File: src/rtl/vote_controller_if.sv
// rtl/vote_controller_if.sv - vote inputs and result/status outputs of the vote controller
interface vote_controller_if #(
    parameter int NUM_CAND = 4,
    parameter int CNT_W    = 8
);
    localparam int SEL_W = (NUM_CAND > 1) ? $clog2(NUM_CAND) : 1;

    logic                mode;
    logic [NUM_CAND-1:0] valid_vote;
    logic [SEL_W-1:0]    result_sel;
    logic                vote_ack;
    logic                collision;
    logic                busy;
    logic                overflow;
    logic [CNT_W-1:0]    result_count;
    logic [CNT_W-1:0]    total_votes;

    modport master (
        output mode, valid_vote, result_sel,
        input  vote_ack, collision, busy, overflow, result_count, total_votes
    );

    modport slave (
        input  mode, valid_vote, result_sel,
        output vote_ack, collision, busy, overflow, result_count, total_votes
    );
endinterface

File: src/rtl/vote_controller.sv
// rtl/vote_controller.sv - vote arbitration, lockout, saturating tallies and result readout
module vote_controller #(
    parameter int NUM_CAND = 4,
    parameter int CNT_W    = 8,
    parameter int LOCKOUT  = 5
) (
    input  logic              clock,
    input  logic              reset,
    vote_controller_if.slave  bus
);
    localparam int SEL_W  = (NUM_CAND > 1) ? $clog2(NUM_CAND) : 1;
    localparam int LOCK_W = (LOCKOUT > 1) ? $clog2(LOCKOUT) : 1;
    localparam logic [LOCK_W-1:0] LOCK_LOAD  = LOCK_W'(LOCKOUT - 1);
    localparam logic [CNT_W-1:0]  CNT_MAX    = '1;
    localparam logic [SEL_W:0]    NUM_CAND_W = (SEL_W + 1)'(NUM_CAND);

    typedef enum logic [1:0] {
        IDLE   = 2'd0,
        LOCK   = 2'd1,
        RESULT = 2'd2
    } state_t;

    state_t            state, state_n;
    logic [LOCK_W-1:0] lock_cnt, lock_cnt_n;
    logic [CNT_W-1:0]  tally   [NUM_CAND];
    logic [CNT_W-1:0]  tally_n [NUM_CAND];
    logic [CNT_W-1:0]  total, total_n;
    logic [CNT_W-1:0]  result_q, result_n;
    logic              ack_q, ack_n;
    logic              coll_q, coll_n;
    logic              ovf_q, ovf_n;
    logic              one_hot;
    logic              any_vote;

    assign one_hot  = $onehot(bus.valid_vote);
    assign any_vote = |bus.valid_vote;

    always_comb begin
        state_n    = state;
        lock_cnt_n = lock_cnt;
        tally_n    = tally;
        total_n    = total;
        result_n   = '0;
        ack_n      = 1'b0;
        coll_n     = 1'b0;
        ovf_n      = ovf_q;
        case (state)
            IDLE: begin
                // Mode is checked first so a press coinciding with the switch is dropped.
                if (bus.mode) begin
                    state_n = RESULT;
                end else if (one_hot) begin
                    ack_n      = 1'b1;
                    state_n    = LOCK;
                    lock_cnt_n = LOCK_LOAD;
                    for (int i = 0; i < NUM_CAND; i++) begin
                        if (bus.valid_vote[i]) begin
                            if (tally[i] == CNT_MAX) ovf_n = 1'b1;
                            else tally_n[i] = tally[i] + CNT_W'(1);
                        end
                    end
                    if (total == CNT_MAX) ovf_n = 1'b1;
                    else total_n = total + CNT_W'(1);
                end else if (any_vote) begin
                    coll_n     = 1'b1;
                    state_n    = LOCK;
                    lock_cnt_n = LOCK_LOAD;
                end
            end
            LOCK: begin
                if (lock_cnt == '0) state_n = IDLE;
                else lock_cnt_n = lock_cnt - LOCK_W'(1);
            end
            RESULT: begin
                if (!bus.mode) state_n = IDLE;
                else if ({1'b0, bus.result_sel} < NUM_CAND_W) result_n = tally[bus.result_sel];
            end
            default: state_n = IDLE;
        endcase
    end

    always_ff @(posedge clock) begin
        if (reset) begin
            state    <= IDLE;
            lock_cnt <= '0;
            total    <= '0;
            result_q <= '0;
            ack_q    <= 1'b0;
            coll_q   <= 1'b0;
            ovf_q    <= 1'b0;
            for (int i = 0; i < NUM_CAND; i++) tally[i] <= '0;
        end else begin
            state    <= state_n;
            lock_cnt <= lock_cnt_n;
            total    <= total_n;
            result_q <= result_n;
            ack_q    <= ack_n;
            coll_q   <= coll_n;
            ovf_q    <= ovf_n;
            for (int i = 0; i < NUM_CAND; i++) tally[i] <= tally_n[i];
        end
    end

    assign bus.vote_ack     = ack_q;
    assign bus.collision    = coll_q;
    assign bus.busy         = (state == LOCK);
    assign bus.overflow     = ovf_q;
    assign bus.result_count = result_q;
    assign bus.total_votes  = total;
endmodule

File: src/flat_wrapper.sv
// flat-port wrapper written by rule: the top's interface ports become plain ports
module vote_controller_flat 
#(
    parameter int NUM_CAND = 4,
    parameter int CNT_W    = 8,
    parameter int LOCKOUT  = 5
)
  (clock, reset, bus_mode, bus_valid_vote, bus_result_sel, bus_vote_ack, bus_collision, bus_busy, bus_overflow, bus_result_count, bus_total_votes);
  vote_controller_if #(.NUM_CAND(NUM_CAND), .CNT_W(CNT_W)) bus_i ();
  input  logic clock;
  input  logic reset;
  input wire logic [$bits(bus_i.mode)-1:0] bus_mode;
  input wire logic [$bits(bus_i.valid_vote)-1:0] bus_valid_vote;
  input wire logic [$bits(bus_i.result_sel)-1:0] bus_result_sel;
  output wire logic [$bits(bus_i.vote_ack)-1:0] bus_vote_ack;
  output wire logic [$bits(bus_i.collision)-1:0] bus_collision;
  output wire logic [$bits(bus_i.busy)-1:0] bus_busy;
  output wire logic [$bits(bus_i.overflow)-1:0] bus_overflow;
  output wire logic [$bits(bus_i.result_count)-1:0] bus_result_count;
  output wire logic [$bits(bus_i.total_votes)-1:0] bus_total_votes;
  assign bus_i.mode = bus_mode;
  assign bus_i.valid_vote = bus_valid_vote;
  assign bus_i.result_sel = bus_result_sel;
  assign bus_vote_ack = bus_i.vote_ack;
  assign bus_collision = bus_i.collision;
  assign bus_busy = bus_i.busy;
  assign bus_overflow = bus_i.overflow;
  assign bus_result_count = bus_i.result_count;
  assign bus_total_votes = bus_i.total_votes;
  vote_controller #(.NUM_CAND(NUM_CAND), .CNT_W(CNT_W), .LOCKOUT(LOCKOUT)) u_core (.clock(clock), .reset(reset), .bus(bus_i));
endmodule
File: config.mk
export PLATFORM = sky130hd
export DESIGN_NAME = vote_controller_flat
export DESIGN_NICKNAME = d
export VERILOG_FILES = /design/src/rtl/vote_controller_if.sv /design/src/rtl/vote_controller.sv /design/src/flat_wrapper.sv
export SDC_FILE = /design/constraint.sdc
export NUM_CORES = 1
export LEC_CHECK = 0
export CAP_MARGIN = 20
export CELL_PAD_IN_SITES_DETAIL_PLACEMENT = 0
export CELL_PAD_IN_SITES_GLOBAL_PLACEMENT = 1
export CORE_MARGIN = 4
export CORE_UTILIZATION = 44
export CTS_BUF_LIST = sky130_fd_sc_hd__clkbuf_4 sky130_fd_sc_hd__clkbuf_8
export DETAILED_ROUTE_END_ITERATION = 8
export PLACE_DENSITY_LB_ADDON = 0.12
export SYNTH_ARGS = -nofsm -noshare
export SYNTH_HDL_FRONTEND = slang
export SYNTH_SLANG_ARGS = --single-unit
File: constraint.sdc
create_clock -name clock -period 4.5 [get_ports clock]
set_input_delay 1.35 -clock clock [delete_from_list [all_inputs] [get_ports clock]]
set_output_delay 1.35 -clock clock [all_outputs]
set_load 0.02 [all_outputs]
==> qor.log, run 1 <==
qor: global_route.globalRouteOverflowTotal 0
qor: global_route.grt_use_met2 25.5%
qor: floorplanning.die_height 87.0 µm
qor: sta.setup_viol_count_final 0
qor: sta.timing.slew.headroom 47.2%
qor: routing.firstDrtPassIters 4
qor: floorplanning.core 5990 µm²
qor: floorplanning.floorplan.initialDensity 45.9%
qor: sta.timing_worst_slew_pin_value 0.789 ns
qor: sta.max_clock_freq 251 MHz
qor: sta.finClkSkew 0.0169 ns
qor: global_route.grt_first_pass_wirelength 9.95 mm
qor: clocking.postCtsSetupBuffers 0
qor: power_and_ir_drop.vdd_drop_max 0.000161 V
qor: layout.post_layout_nonfiller_instances 403
qor: layout.fin_nets 349
qor: run.drv_cap 0
qor: power_and_ir_drop.clock_power_share 31.9%
qor: power_and_ir_drop.switchingPower 244 µW
qor: floorplanning.io-pin-count 29
qor: sta.fin_hold_ws 0.485 ns
qor: worst_setup_path.rr_startpoint u_core.state[1]
qor: synthesis.synthesis.nets 323
qor: global_route.antenna_violations_before_repair 0
qor: worst_setup_path.setup.worst_path.class in2reg
qor: routing.route.detailed.drc 0
qor: synthesis.synth-warning-count 0
qor: run_status.outcome finished, final reports clean
qor: clocking.clock_tree.buffer_depth 2
qor: routing.routed_via_density 5.33
qor: sta.post_layout_minimum_cycle_time 3.99 ns
qor: synthesis.synth-seq-area-share 40.8%
qor: global_route.use_met3 3.03%
qor: clocking.ctsResizeCount 0
qor: sta.unrepaired_setup_endpoints_after_global_routing no
qor: min_path.min-delay-start u_core.bus.overflow
qor: worst_setup_path.r2r_slack 2.42 ns
qor: placed_design.portBuffers 28
qor: synthesis.synth.distinct_cells 34
qor: floorplanning.die-area 7580 µm²
qor: worst_setup_path.required 4.74 ns
qor: power_and_ir_drop.p_int 664 µW
qor: power_and_ir_drop.power.share.combinational 11.2%
qor: layout.fillers 557
qor: routing.wl_per_cell 14.3 µm
qor: routing.total_number_of_vias 2146
qor: global_route.grt_usage 16.6%
qor: floorplanning.std_cell_rows 28
qor: placed_design.placed_area 3100 µm²
qor: placed_design.place_inst 395
qor: worst_setup_path.crit_path_end u_core.tally[12]
qor: power_and_ir_drop.sequential_share_of_power 57.0%
qor: global_route.grt_util_met1 23.7%
qor: routing.detailedRoute.firstIterationViolations 88
qor: synthesis.postSynthRegisterBits 56
qor: layout.finish.instance_area 3190 µm²
qor: clocking.clock_tree_from_tritoncts built
qor: clocking.clock_sinks 56
qor: floorplanning.die-width 87.0 µm
qor: synthesis.post_synth.cell_area_avg 9.13 µm²
qor: clocking.clk_latency 0.32 ns
qor: sta.fin_crit_sh 88.7%
qor: clocking.h-tree-depth 2
qor: clocking.cts_hold_repair.buffers 0
qor: worst_setup_path.cp-end-kind flip-flop
qor: worst_setup_path.worst-endpoint-arrival 4.23 ns
qor: worst_setup_path.timing.critical_path.from_type input pin
qor: power_and_ir_drop.leak_pwr 0.00119 µW
qor: power_and_ir_drop.total_power 908 µW
qor: layout.fraction_of_final_layout_cells_sized_beyond_drive_strength_1 6.40%
qor: global_route.grt_start_max_net_pins 47
qor: layout.diodes 0
qor: placed_design.final_hpwl_dp 4.29 mm
qor: routing.total_wirelength_of_the_detailed_routed_design 5.78 mm
qor: clocking.cts-buffers-inserted 5
qor: sta.slew_violations 0
qor: clocking.worst_setup_hold_path_clk_slew 0.11 ns
qor: sta.fin_setup_tns 0 ns
qor: global_route.grt.busiest_layer met2
qor: synthesis.netlist_instances 301
qor: worst_setup_path.path_max_fanout 10
qor: routing.antenna_violating_nets_post_route 0
qor: power_and_ir_drop.powerDensity 284 nW/µm²
qor: worst_setup_path.regToRegEndpoint u_core.tally[21]
qor: clocking.clockRootBuffer sky130_fd_sc_hd__clkbuf_8
qor: power_and_ir_drop.p_sw_share 26.9%
qor: min_path.hold_path_class reg2reg
qor: worst_setup_path.worst_r2r_path_depth 5
qor: layout.area_growth 16.1%
qor: global_route.first_global_vias 1988
qor: sta.endpoints_failing_hold 0
qor: synthesis.netlist_area 2750 µm²
qor: placed_design.finalWeightedCongestion 0.779
qor: worst_setup_path.timing.critical_path.from bus_valid_vote[2]
metrics by stage:
stage          utilization, %  worst slack (ns)
3_5_place_dp             51.7             0.199
4_1_cts                  53.3             0.541
5_1_grt                  53.3             0.249
2_1_floorplan               -              1.00
3_3_place_gp             51.7             0.251
6_report                 53.3             0.510
sequential cells by signal (all words and copies together), names as in the netlist:
register	count
u_core.state	2
u_core.bus.collision	1
u_core.tally	32
u_core.bus.vote_ack	1
u_core.bus.overflow	1
u_core.lock_cnt	3
u_core.bus.result_count	8
u_core.bus.total_votes	8
worst min-delay path by stage:
stage               slack [ns]  cells past startpoint                  end
floorplan                 0.48                      2     u_core.tally[25]
global placement          0.46                      2  u_core.bus.overflow
detailed placement        0.48                      2  u_core.bus.overflow
CTS                       0.49                      2  u_core.bus.overflow
global route              0.53                      2  u_core.bus.overflow
finish                    0.49                      2  u_core.bus.overflow
area by class of cell:
cell class,count,area [µm²],area share (%)
clock inverters,3,26.3,0.823
well taps,75,93.8,2.94
clock buffers,5,68.8,2.16
multi-input cells,219,1530,47.9
flip-flops and latches,56,1120,35.1
repair buffers,30,295,9.25
inverters,15,56.3,1.76
routing by layer:
metal	routed length [µm]	vias to the layer above
li1	-	1103
met1	2990	1011
met2	2550	27
met3	169	5
met4	63	0
met5	0	-
power groups by stage:
stage	clock network [µW]	logic [µW]	registers [µW]
global placement	0	101	528
finish	290	101	517
detailed placement	0	102	528
CTS	300	103	517
floorplan	0	66.2	529
global route	320	114	519
cell usage in the layout (no fill, tap or decap), types with 11 or more instances in the layout:
| cell | instances |
|---|---|
| sky130_fd_sc_hd__and3_1 | 15 |
| sky130_fd_sc_hd__clkdlybuf4s50_1 | 28 |
| sky130_fd_sc_hd__dfxtp_1 | 56 |
| sky130_fd_sc_hd__ha_1 | 12 |
| sky130_fd_sc_hd__inv_1 | 15 |
| sky130_fd_sc_hd__nand2_1 | 14 |
| sky130_fd_sc_hd__nand3_1 | 21 |
| sky130_fd_sc_hd__nor2_1 | 48 |
| sky130_fd_sc_hd__nor3_1 | 11 |
| sky130_fd_sc_hd__xnor2_1 | 17 |
| sky130_fd_sc_hd__xor2_1 | 13 |
kinds of logic after synthesis:
logic type,share of synthesized area (%)
buffers and inverters,3.55
DFF,40.8
and+or+nand+nor,24.9
AOI/OAI and AO/OA,6.96
muxes,8.01
xor gates and xnor gates,9.56
adders and majority gates,6.19
worst max-delay path, stage by stage:
cell	delay [ns]
sky130_fd_sc_hd__clkdlybuf4s50_1	0.51
sky130_fd_sc_hd__inv_1	0.08
sky130_fd_sc_hd__ha_1	0.29
sky130_fd_sc_hd__ha_1	0.13
sky130_fd_sc_hd__inv_1	0.04
sky130_fd_sc_hd__fa_1	0.50
sky130_fd_sc_hd__and3_1	0.34
sky130_fd_sc_hd__o211ai_1	0.38
sky130_fd_sc_hd__or3_1	0.45
sky130_fd_sc_hd__a21oi_1	0.14
cells in the mapped netlist:
library cell | instances | area, µm²
sky130_fd_sc_hd__a2111oi_2 | 1 | 15.0
sky130_fd_sc_hd__a211oi_1 | 1 | 7.51
sky130_fd_sc_hd__a21oi_1 | 10 | 50.1
sky130_fd_sc_hd__a22o_1 | 1 | 8.76
sky130_fd_sc_hd__a311oi_4 | 1 | 26.3
sky130_fd_sc_hd__and2_1 | 2 | 12.5
sky130_fd_sc_hd__and3_1 | 15 | 93.8
sky130_fd_sc_hd__and3b_1 | 2 | 17.5
sky130_fd_sc_hd__and4_1 | 3 | 26.3
sky130_fd_sc_hd__clkbuf_1 | 11 | 41.3
sky130_fd_sc_hd__dfxtp_1 | 56 | 1120
sky130_fd_sc_hd__fa_1 | 1 | 20.0
sky130_fd_sc_hd__ha_1 | 12 | 150
sky130_fd_sc_hd__inv_1 | 15 | 56.3
sky130_fd_sc_hd__mux2i_1 | 4 | 40.0
sky130_fd_sc_hd__mux4_2 | 8 | 180
sky130_fd_sc_hd__nand2_1 | 14 | 52.6
sky130_fd_sc_hd__nand2b_1 | 1 | 6.26
sky130_fd_sc_hd__nand3_1 | 21 | 105
sky130_fd_sc_hd__nand4_1 | 5 | 31.3
sky130_fd_sc_hd__nand4b_1 | 1 | 8.76
sky130_fd_sc_hd__nor2_1 | 48 | 180
sky130_fd_sc_hd__nor2b_1 | 2 | 12.5
sky130_fd_sc_hd__nor3_1 | 11 | 55.1
sky130_fd_sc_hd__nor3b_1 | 2 | 15.0
sky130_fd_sc_hd__nor4b_1 | 2 | 17.5
sky130_fd_sc_hd__o211ai_1 | 3 | 22.5
sky130_fd_sc_hd__o21ai_0 | 8 | 40.0
sky130_fd_sc_hd__o22ai_1 | 1 | 6.26
sky130_fd_sc_hd__o31ai_1 | 2 | 15.0
sky130_fd_sc_hd__or3_1 | 6 | 37.5
sky130_fd_sc_hd__or4b_4 | 1 | 13.8
sky130_fd_sc_hd__xnor2_1 | 17 | 149
sky130_fd_sc_hd__xor2_1 | 13 | 114
Note: power is estimated with default switching activity, not from simulation.
==> run 2, diff against run 1 <==
--- a/config.mk
+++ b/config.mk
@@ -8,7 +8,7 @@
 export CAP_MARGIN = 20
 export CELL_PAD_IN_SITES_DETAIL_PLACEMENT = 0
 export CELL_PAD_IN_SITES_GLOBAL_PLACEMENT = 1
-export CORE_MARGIN = 4
+export CORE_MARGIN = 3
 export CORE_UTILIZATION = 44
 export CTS_BUF_LIST = sky130_fd_sc_hd__clkbuf_4 sky130_fd_sc_hd__clkbuf_8
 export DETAILED_ROUTE_END_ITERATION = 8
==> run 2 against run 1 <==
Net effect: combinational power barely moved; global-route usage rose by 0.68 points; highest routed layer unchanged; sequential cell count did not move; sequential power barely moved; clock power rose by 23%; sequential share of layout area fell by 0.42 points; clock skew fell by 0.010 ns; largest cell class unchanged; wire length fell by 0.83%; final area rose by 1.2%; die area fell by 4.5%.
==> qor.log, run 2 (synthesized netlist as in run 1, its figures left out) <==
qor: routing.routed_via_density 5.25
qor: run_status.outcome finished, final reports clean
qor: sta.finClkSkew 0.00685 ns
qor: clocking.clock_tree.buffer_depth 2
qor: routing.total_number_of_vias 2122
qor: global_route.grt_util_met1 25.0%
qor: global_route.use_met3 3.30%
qor: layout.most_common_cell_after_layout_fill_and_taps_aside sky130_fd_sc_hd__dfxtp_1
qor: power_and_ir_drop.vdd_drop_max 0.000204 V
qor: worst_setup_path.cp_cell_sequence clkdlybuf4s50_1, inv_1, ha_1, ha_1, inv_1, fa_1, and3_1, o211ai_1, or3_1, a21oi_1
qor: sta.timing.slew.headroom 49.0%
qor: floorplanning.std_cell_rows 28
qor: layout.layout.core_utilization 53.9%
qor: sta.slew_violations 0
qor: worst_setup_path.r2r_slack 2.42 ns
qor: worst_setup_path.rr_startpoint u_core.state[1]
qor: floorplanning.core 5990 µm²
qor: sta.fin_crit_sh 88.3%
qor: worst_setup_path.cell_family_contributing_the_most_delay_on_the_critical_path adder cells
qor: worst_setup_path.timing.critical_path.from_type input pin
qor: routing.wl_per_cell 14.2 µm
qor: worst_setup_path.critical-path-slowest-cell sky130_fd_sc_hd__clkdlybuf4s50_1
qor: clocking.clk_latency 0.30 ns
qor: worst_setup_path.worst_r2r_path_depth 5
qor: clocking.clockRootBuffer sky130_fd_sc_hd__clkbuf_8
qor: routing.route.detailed.drc 0
qor: placed_design.portBuffers 28
qor: layout.fin_nets 350
qor: worst_setup_path.regToRegEndpoint u_core.tally[23]
qor: layout.top_register u_core.tally
qor: clocking.h-tree-depth 2
qor: min_path.min-delay-start u_core.bus.overflow
qor: worst_setup_path.critical_path.max_stage_delay 0.54 ns
qor: sta.endpoints_failing_hold 0
qor: global_route.grt_start_max_net_pins 47
qor: clocking.cts_hold_repair.buffers 0
qor: sta.max_clock_freq 252 MHz
qor: layout.fillers 570
qor: floorplanning.die-area 7230 µm²
qor: sta.fin_hold_ws 0.487 ns
qor: worst_setup_path.path_max_fanout 10
qor: routing.total_wirelength_of_the_detailed_routed_design 5.73 mm
qor: floorplanning.die_height 85.0 µm
qor: worst_setup_path.cp-end-kind flip-flop
qor: global_route.grt_use_met2 26.4%
qor: global_route.antenna_violations_before_repair 0
qor: layout.flip_flop_count_of_the_largest_register_after_layout 32
qor: placed_design.final_hpwl_dp 4.27 mm
qor: layout.fraction_of_final_layout_cells_sized_beyond_drive_strength_1 6.69%
qor: global_route.first_global_vias 2084
qor: clocking.clock_sinks 56
qor: layout.layout.cells.most_common_list sky130_fd_sc_hd__dfxtp_1, sky130_fd_sc_hd__nor2_1, sky130_fd_sc_hd__clkdlybuf4s50_1
qor: clocking.clock_tree_from_tritoncts built
qor: placed_design.place_inst 396
qor: sta.setup_viol_count_final 0
qor: sta.fin_setup_tns 0 ns
qor: power_and_ir_drop.power.share.combinational 10.5%
qor: layout.post_layout_nonfiller_instances 404
qor: global_route.grt.busiest_layer met2
qor: min_path.min_delay_path_depth 2
qor: layout.area_growth 17.5%
qor: global_route.globalRouteOverflowTotal 0
qor: floorplanning.io-pin-count 29
qor: routing.firstDrtPassIters 4
qor: sta.post_layout_minimum_cycle_time 3.97 ns
qor: floorplanning.die-width 85.0 µm
qor: clocking.ctsResizeCount 0
qor: floorplanning.floorplan.initialDensity 45.9%
qor: power_and_ir_drop.powerDensity 302 nW/µm²
qor: global_route.grt_first_pass_wirelength 10.1 mm
qor: placed_design.finalWeightedCongestion 0.778
qor: layout.diodes 0
qor: power_and_ir_drop.clock_power_share 36.5%
qor: worst_setup_path.setup.worst_path.class in2reg
qor: power_and_ir_drop.p_sw_share 23.4%
qor: sta.timing_worst_slew_pin_value 0.762 ns
qor: global_route.grt_usage 17.2%
qor: routing.antenna_violating_nets_post_route 0
qor: placed_design.dp_slack 0.208 ns
qor: worst_setup_path.required 4.73 ns
qor: clocking.cts-buffers-inserted 5
qor: clocking.postCtsSetupBuffers 0
qor: power_and_ir_drop.p_int 747 µW
qor: sta.unrepaired_setup_endpoints_after_global_routing no
qor: min_path.worst_hold_path.endpoint u_core.bus.overflow
qor: power_and_ir_drop.switchingPower 228 µW
qor: sta.setup_slack 0.528 ns
qor: clocking.worst_setup_hold_path_clk_slew 0.10 ns
qor: worst_setup_path.worst-endpoint-arrival 4.21 ns
qor: worst_setup_path.critical_path_buf_inv_count 3
qor: routing.detailedRoute.firstIterationViolations 72
qor: run.drv_cap 0
qor: power_and_ir_drop.leak_pwr 0.00121 µW
qor: power_and_ir_drop.sequential_share_of_power 53.0%
qor: worst_setup_path.worst-path-stages 10
qor: min_path.hold_path_class reg2reg
run 2: cell types whose count changed in the layout (fill, tap and decap cells not counted), sizes merged:
cell      before  now
clkinvlp       2    0
inv           16   15
clkbuf         5    7
bufinv         0    1
buf            2    3
run 2: per-layer routing:
layer  vias up  wire [µm]
li1       1099          -
met1       991       2990
met2        26       2530
met3         6        141
met4         0         63
met5         -          0
run 2: per-stage QoR:
step,instance area [µm²],total power (µW)
2_1_floorplan,2750,595
3_3_place_gp,3100,631
3_5_place_dp,3100,632
4_1_cts,3230,986
5_1_grt,3230,1020
6_report,3230,975
run 2: how the worst max path moves through the flow:
| stage | startpoint | end | slack, ns |
|---|---|---|---|
| 4_1_cts | bus_valid_vote[0] | u_core.tally[3] | 0.52 |
| 6_report | bus_valid_vote[0] | u_core.tally[3] | 0.53 |
| 3_5_place_dp | bus_valid_vote[0] | u_core.tally[3] | 0.21 |
| 3_3_place_gp | bus_valid_vote[0] | u_core.tally[13] | 0.25 |
| 5_1_grt | bus_valid_vote[1] | u_core.tally[13] | 0.32 |
| 2_1_floorplan | bus_valid_vote[2] | u_core.tally[11] | 1.00 |
run 2: area by class of cell:
| cell class | instances | area, µm² | share of cell area [%] |
|---|---|---|---|
| Clock buffer | 7 | 96.3 | 2.98 |
| Clock inverter | 1 | 30.0 | 0.930 |
| Inverter | 15 | 56.3 | 1.74 |
| Multi-Input combinational cell | 219 | 1530 | 47.4 |
| Sequential cell | 56 | 1120 | 34.7 |
| Tap cell | 75 | 93.8 | 2.90 |
| Timing Repair Buffer | 31 | 303 | 9.37 |
run 2: power by group through the flow:
stage	sequential (µW)	clock (µW)	combinational [µW]
2_1_floorplan	529	0	66.2
3_3_place_gp	528	0	103
3_5_place_dp	529	0	103
4_1_cts	517	365	104
5_1_grt	519	385	115
6_report	517	356	103
run 2: tightest hold or removal path: stages (launching register included):
cell and delay, ns:
sky130_fd_sc_hd__dfxtp_1 0.32, sky130_fd_sc_hd__inv_1 0.04, sky130_fd_sc_hd__o21ai_0 0.07
